[src/rtl/skid_buffer_if.sv]
// Valid/ready handshake bundle for skid_buffer: upstream write side, downstream read side.
// flush exists only when SKID_FLUSH_EN is defined.
interface skid_buffer_if #(
    parameter int Width = 32
);
    logic             wr_valid;
    logic [Width-1:0] wr_data;
    logic             wr_ready;
    logic             rd_ready;
    logic [Width-1:0] rd_data;
    logic             rd_valid;
`ifdef SKID_FLUSH_EN
    logic             flush;
`endif

    // Buffer side: accepts writes, presents the head beat.
    modport slave (
        input  wr_valid, wr_data, rd_ready,
`ifdef SKID_FLUSH_EN
        input  flush,
`endif
        output wr_ready, rd_data, rd_valid
    );

    // Environment side: produces writes, consumes reads.
    modport master (
        output wr_valid, wr_data, rd_ready,
`ifdef SKID_FLUSH_EN
        output flush,
`endif
        input  wr_ready, rd_data, rd_valid
    );
endinterface

[src/rtl/skid_buffer.sv]
// Two-entry elastic stage with every output (wr_ready, rd_valid, rd_data) taken straight from a flop.
// Define SKID_FLUSH_EN to add a synchronous flush that empties the buffer.
module skid_buffer #(
    parameter int Width = 32
) (
    input  logic          clk_i,
    input  logic          rst_ni,
    skid_buffer_if.slave  bus
);
    typedef enum logic [1:0] {
        EMPTY = 2'd0,
        BUSY  = 2'd1,
        FULL  = 2'd2
    } state_e;

    state_e           state_q, state_d;
    logic [Width-1:0] main_q, main_d;
    logic [Width-1:0] skid_q, skid_d;
    logic             wr_ready_q, wr_ready_d;
    logic             rd_valid_q, rd_valid_d;
    logic             wr_fire, rd_fire;

    assign wr_fire = bus.wr_valid && wr_ready_q;
    assign rd_fire = rd_valid_q && bus.rd_ready;

    always_comb begin
        state_d = state_q;
        main_d  = main_q;
        skid_d  = skid_q;
        case (state_q)
            EMPTY: begin
                if (wr_fire) begin
                    main_d  = bus.wr_data;
                    state_d = BUSY;
                end
            end
            BUSY: begin
                if (wr_fire && rd_fire) begin
                    main_d = bus.wr_data;
                end else if (wr_fire) begin
                    // Downstream stalled while a beat landed: park it behind the head.
                    skid_d  = bus.wr_data;
                    state_d = FULL;
                end else if (rd_fire) begin
                    state_d = EMPTY;
                end
            end
            FULL: begin
                if (rd_fire) begin
                    main_d  = skid_q;
                    state_d = BUSY;
                end
            end
            default: state_d = EMPTY;
        endcase
`ifdef SKID_FLUSH_EN
        if (bus.flush) begin
            state_d = EMPTY;
            main_d  = main_q;
            skid_d  = skid_q;
        end
`endif
        wr_ready_d = (state_d != FULL);
        rd_valid_d = (state_d != EMPTY);
    end

    always_ff @(posedge clk_i or negedge rst_ni) begin
        if (!rst_ni) begin
            state_q    <= EMPTY;
            main_q     <= '0;
            skid_q     <= '0;
            wr_ready_q <= 1'b0;
            rd_valid_q <= 1'b0;
        end else begin
            state_q    <= state_d;
            main_q     <= main_d;
            skid_q     <= skid_d;
            wr_ready_q <= wr_ready_d;
            rd_valid_q <= rd_valid_d;
        end
    end

    assign bus.wr_ready = wr_ready_q;
    assign bus.rd_valid = rd_valid_q;
    assign bus.rd_data  = main_q;
endmodule
[src/flat_wrapper.sv]
// flat-port wrapper written by rule: the top's interface ports become plain ports
module skid_buffer_flat 
#(
    parameter int Width = 32
)
  (clk_i, rst_ni, bus_wr_valid, bus_wr_data, bus_rd_ready, bus_wr_ready, bus_rd_data, bus_rd_valid);
  skid_buffer_if #(.Width(Width)) bus_i ();
  input  logic clk_i;
  input  logic rst_ni;
  input wire logic [$bits(bus_i.wr_valid)-1:0] bus_wr_valid;
  input wire logic [$bits(bus_i.wr_data)-1:0] bus_wr_data;
  input wire logic [$bits(bus_i.rd_ready)-1:0] bus_rd_ready;
  output wire logic [$bits(bus_i.wr_ready)-1:0] bus_wr_ready;
  output wire logic [$bits(bus_i.rd_data)-1:0] bus_rd_data;
  output wire logic [$bits(bus_i.rd_valid)-1:0] bus_rd_valid;
  assign bus_i.wr_valid = bus_wr_valid;
  assign bus_i.wr_data = bus_wr_data;
  assign bus_i.rd_ready = bus_rd_ready;
  assign bus_wr_ready = bus_i.wr_ready;
  assign bus_rd_data = bus_i.rd_data;
  assign bus_rd_valid = bus_i.rd_valid;
  skid_buffer #(.Width(Width)) u_core (.clk_i(clk_i), .rst_ni(rst_ni), .bus(bus_i));
endmodule
[config.mk]
export PLATFORM = sky130hd
export DESIGN_NAME = skid_buffer_flat
export DESIGN_NICKNAME = d
export VERILOG_FILES = /design/src/rtl/skid_buffer_if.sv /design/src/rtl/skid_buffer.sv /design/src/flat_wrapper.sv
export SDC_FILE = /design/constraint.sdc
export NUM_CORES = 1
export LEC_CHECK = 0
export CAP_MARGIN = 25
export CORE_ASPECT_RATIO = 1.75
export CORE_MARGIN = 10
export CORE_UTILIZATION = 50
export CTS_CLUSTER_DIAMETER = 50
export DETAILED_ROUTE_END_ITERATION = 16
export GPL_TIMING_DRIVEN = 0
export PLACE_DENSITY_LB_ADDON = 0.2
export SLEW_MARGIN = 15
export SYNTH_ARGS = -nofsm -noshare
export SYNTH_HDL_FRONTEND = slang
export SYNTH_SLANG_ARGS = --single-unit
[constraint.sdc]
create_clock -name clk_i -period 1.81 [get_ports clk_i]
set_input_delay 0.2715 -clock clk_i [delete_from_list [all_inputs] [get_ports clk_i]]
set_output_delay 0.2715 -clock clk_i [all_outputs]
set_load 0.01 [all_outputs]
-- Word-level counts from Yosys, hierarchy flattened
Cells that the tools add are included.
- bits in registers: 68
- latch bits: 0
- RAM bits: 0
- ROM bits: 0
- input port bits: 36
- output and inout port bits: 34
- logic and storage cells: 30
- memories: 0
- $add $sub $neg: 0
- multiply operators: 0
- divide/modulo/power cells: 0
- magnitude comparators: 0
- equality and inequality tests: 6
- shifts and indexed selects: 0
- multiplexer cells: 10
- bitwise logic cells: 1
- reductions and logical operators: 8
- operator list (kind ; number):
    two-way mux 32 bit ; 3
    one-hot mux 32 bit (3 select lines) ; 1
    two-way mux 2 bit ; 5
    != test 2 x 1 -> 1 bit, second input constant ; 3
    one-hot mux 2 bit (3 select lines) ; 1
    AND reduction 4 bit ; 1
    logical AND 1 bit ; 3
    AND reduction 3 bit ; 1
    nonzero test 3 bit ; 1
    equality test 2 x 1 -> 1 bit, second input constant ; 1
    equality test 2 bit, second input constant ; 1
    zero test 2 bit ; 1
    != test 2 bit, second input constant ; 1
    nonzero test 2 bit ; 1
    inverter 1 bit ; 1

-- Logic depth before layout (Yosys ltp)
- depth after elaboration: 6
- mapped depth: 5
- gate-level depth less buffers: 3

-- Least setup slack after synthesis
Ideal clock, no wire load.
- path kind: reg2reg
- start point: register u_core.state_q[0]
- end point: register u_core.main_q[10], in the netlist u_core.bus.rd_data[10]
- setup time: 125 ps
- arrival time: 1432 ps
- required time: 1685 ps
- setup slack: 253 ps
- stages on the path, launching flop included: 6
- buffers on the path: 2
- clock period less this slack: 1557 ps
- path through: dfrtp_1 -> nand2b_1 -> buf_6 -> o221ai_4 -> buf_12 -> mux2_4
- word-level cells in the longest chain between the ends: 3
- elaborated cells on any way between the ends: 9
- classes of those cells: eq/ne: 5; mux: 1; reduce/logical: 3
- RTL lines (item ; RTL line ; RTL):
    start, declared ; skid_buffer.sv:16 ; state_e state_q, state_d;
    start signal, assigned ; skid_buffer.sv:75 ; state_q <= state_d;
    equality test 2 bit, or another cell as far along ; skid_buffer.sv:30 ; case (state_q)
    != test 2 x 1 -> 1 bit (no source line) or nonzero test 3 bit (tied branches) ; n/a ;
    AND reduction 4 bit (no source line) ; n/a ;
    end signal, assigned ; skid_buffer.sv:76 ; main_q <= main_d;
    end, declared ; skid_buffer.sv:17 ; logic [Width-1:0] main_q, main_d;
Several ways; a longest one is shown, not always the timed one.
A chain may end at the register's enable or synchronous reset.

-- Final worst setup path
- start point: register u_core.state_q[0]
- end point: register u_core.main_q[23], in the netlist u_core.bus.rd_data[23]
The elaborated chain is that of the path after synthesis.

==> flow_summary_export.csv <==
group,metric,value,unit
synthesis,synth_cell_types,19,
floorplanning,coreArea,6180,um2
layout,final_nets,309,
layout,insertedDiodeCount,0,
synthesis,ys_ff_latch,68,
timing,slew_viol_final,0,
routing,viasPerCell,5.24,
clocking,root_buffer,"clkbuf_8",
grt,grt_pass1_vias,2060,
worst_hold_path,holdCritPathClass,"input port to asynchronous set/reset pin",
clocking,clk_path_buf_depth,2,
place,place_inst,341,
flow_run,drv_cap,0,
grt,grt_pass1_wl,10.6,mm
timing,fin_skew,0.00530,ns
power,p_switching,2.16,mW
routing,num_vias,1854,
routing,drtIter0Drc,63,
timing,slew_headroom,73.7,%
worst_setup_path,cp_max_fo,10,
layout,final_cell_count_no_fill,354,
timing,worst_pin_slew,0.395,ns
synthesis,syn-num-nets,227,
synthesis,syn_area_per_cell,16.5,um2
layout,drive_above_1_share,43.4,%
place,io_buffers,69,
grt,grt.overflow.total,0,
timing,layout_worst_path_cycle_share,93.4,%
power,power.density,1790,nW/um2
synthesis,synthSimpleGateAreaFrac,1.79,%
synthesis,synth_compound_area_share,2.19,%
power,power_frac_comb,49.0,%
grt,grtUsageTotal,13.5,%
grt,grt_max_degree,61,
clocking,path_clk_slew,0.06,ns
synthesis,synth-xor-area-share,0,%
routing,maxUsedRoutingLayer,"met4",
synthesis,seq_area_frac_synth,54.1,%
synthesis,netlist.area_leader.share,54.1,%
routing,wl_met3,505,um
routing,routed_wl,6.34,mm
routing,drc,0,
clocking,numCtsBuffers,9,
synthesis,synth_area,3140,um2
worst_setup_path,crit_path_start_kind,"flop",
layout,final_cell_mix,"68 x clkdlybuf4s50_1, 68 x dfrtp_1, 66 x mux2_2",
grt,antenna_found_initial,0,
power,internal-power,5.20,mW
clocking,cts_num_sinks,68,
floorplanning,rows,38,
power,p_seq_share,37.3,%
worst_setup_path,cp-end-kind,"flop",
worst_setup_path,critical_path_arrival,1.91,ns
floorplanning,io_pins,70,
routing,met1Wirelength,2.53,mm
worst_setup_path,path_class,"flop to flop",
run_status,status,"finished, final reports clean",
timing,rsz0062_at_grt,"no",
clocking,tritoncts,"built",
synthesis,synthTopCellsByArea,"dfrtp_1 54%, mux2_2 24%, mux2_4 14%, buf_12 1.9%, buf_6 1.4%",
power,power.share.clock,13.6,%
synthesis,synth_mux_area_share,38.0,%
power,p_sw_share,29.4,%
routing,drtAntennaViolNets,0,
floorplanning,die_w,79.9,um
timing,hold_violations,0,
synthesis,yosys.area.top_type,"dfrtp_1",
power,p_leak,1.78,nW
worst_setup_path,worstPathRequired,2.03,ns
timing,max_freq,592,MHz
synthesis,synth_cells,191,
place,dp_hpwl,4.62,mm
timing,fin_crit,1.69,ns
floorplanning,dieHeight,125,um
synthesis,ys_warn_count,0,
synthesis,synthAdderAreaFrac,0,%
clocking,worstSkewPairLatency,0.34,ns
clocking,h-tree-depth,3,
routing,drt_pass1_iterations,2,
timing,fin_hold_ws,0.306,ns
timing,setup_viol,0,
routing,met2_length,3.16,mm
floorplanning,die_area,9990,um2
synthesis,synth_top_family_by_area,"multiplexers",
power,vdd_ir_drop_max,0.000928,V
layout,synthToLayoutAreaGrowth,30.9,%
routing,wire_per_inst,17.9,um
place,place_congestion,0.811,
floorplanning,start_util,50.9,%
## metrics by stage
stage	area (um2)	TNS, ns	worst slack [ns]	utilization, %	power (mW)
floorplan	3140	0	0.253	-	5.11
global placement	3940	-138.23	-1.88	63.7	6.36
detailed placement	3960	-12.24	-0.236	64.1	6.44
CTS	4120	0	0.100	66.6	7.48
global route	4120	0	0.00966	66.6	7.81
finish	4120	0	0.120	66.6	7.37
## cell families after synthesis
kind of cell / count (synthesis)
muxes: 96
and+or+nand+nor: 9
AOI/OAI and AO/OA: 7
DFF: 68
buffers and inverters: 11
## synthesized netlist by cell type
library cell  count
o21ai_0           1
and2_1            1
o211ai_1          1
buf_2             3
nand2_1           3
dfrtp_1          68
mux2_4           30
a21boi_0          3
nand2b_1          1
buf_12            3
inv_1             1
nand4_1           1
and3b_1           1
mux2_2           66
nand4bb_1         1
a22oi_1           1
o221ai_4          1
nor2b_1           1
buf_6             4
## final cells by class
class | count | area (um2)
well taps | 80 | 100
plain buffers | 10 | 120
inverters | 1 | 3.75
clock buffers | 12 | 145
repair buffers | 71 | 726
multi-input cells | 112 | 1320
flip-flops and latches | 68 | 1700
fillers | 459 | 2070
## metal layers
metal / up-vias / GRT usage, %
met5: - / 0
met4: 0 / 6.88
met3: 12 / 6.14
met2: 57 / 21.2
met1: 939 / 14.9
li1: 846 / -
## power groups by stage
stage,logic [mW],clock network (mW),registers (mW)
2_1_floorplan,2.24,0,2.86
3_3_place_gp,3.62,0,2.74
3_5_place_dp,3.67,0,2.76
4_1_cts,3.69,1.04,2.75
5_1_grt,3.88,1.09,2.84
6_report,3.61,1.00,2.75
## worst paths after layout
kind | startpoint | end | slack, ns | depth (start not counted)
setup / recovery | u_core.state_q[0] | u_core.bus.rd_data[23] | 0.12 | 5
hold / removal | rst_ni | u_core.bus.rd_data[12] | 0.31 | 2
setup reg to reg | u_core.state_q[0] | u_core.bus.rd_data[23] | 0.12 | 5
hold reg to reg | u_core.skid_q[16] | u_core.skid_q[16] | 0.50 | 1
max in group asynchronous | rst_ni | u_core.bus.rd_data[18] | 0.99 | 3
min in group clk_i | u_core.skid_q[16] | u_core.skid_q[16] | 0.50 | 1
## timing repair
| action | CTS | global route |
|---|---|---|
| resized for setup | 0 | 0 |
| endpoints found under the hold margin | 8 | 0 |
| buffers inserted | 0 | 0 |
| hold buffers | 1 | 0 |
## registers in the layout, indices dropped and copies added, names as in the netlist
signal	cells
u_core.bus.rd_data	32
u_core.skid_q	32
u_core.bus.rd_valid	1
u_core.state_q	2
u_core.bus.wr_ready	1
## worst max-delay path, cell delays in order, from the launching register on
cell and delay, ns:
dfrtp_1 0.41, nand2b_1 0.16, buf_6 0.15, o221ai_4 0.34, buf_12 0.21, mux2_4 0.30
Power figures use the tool's default switching activity.
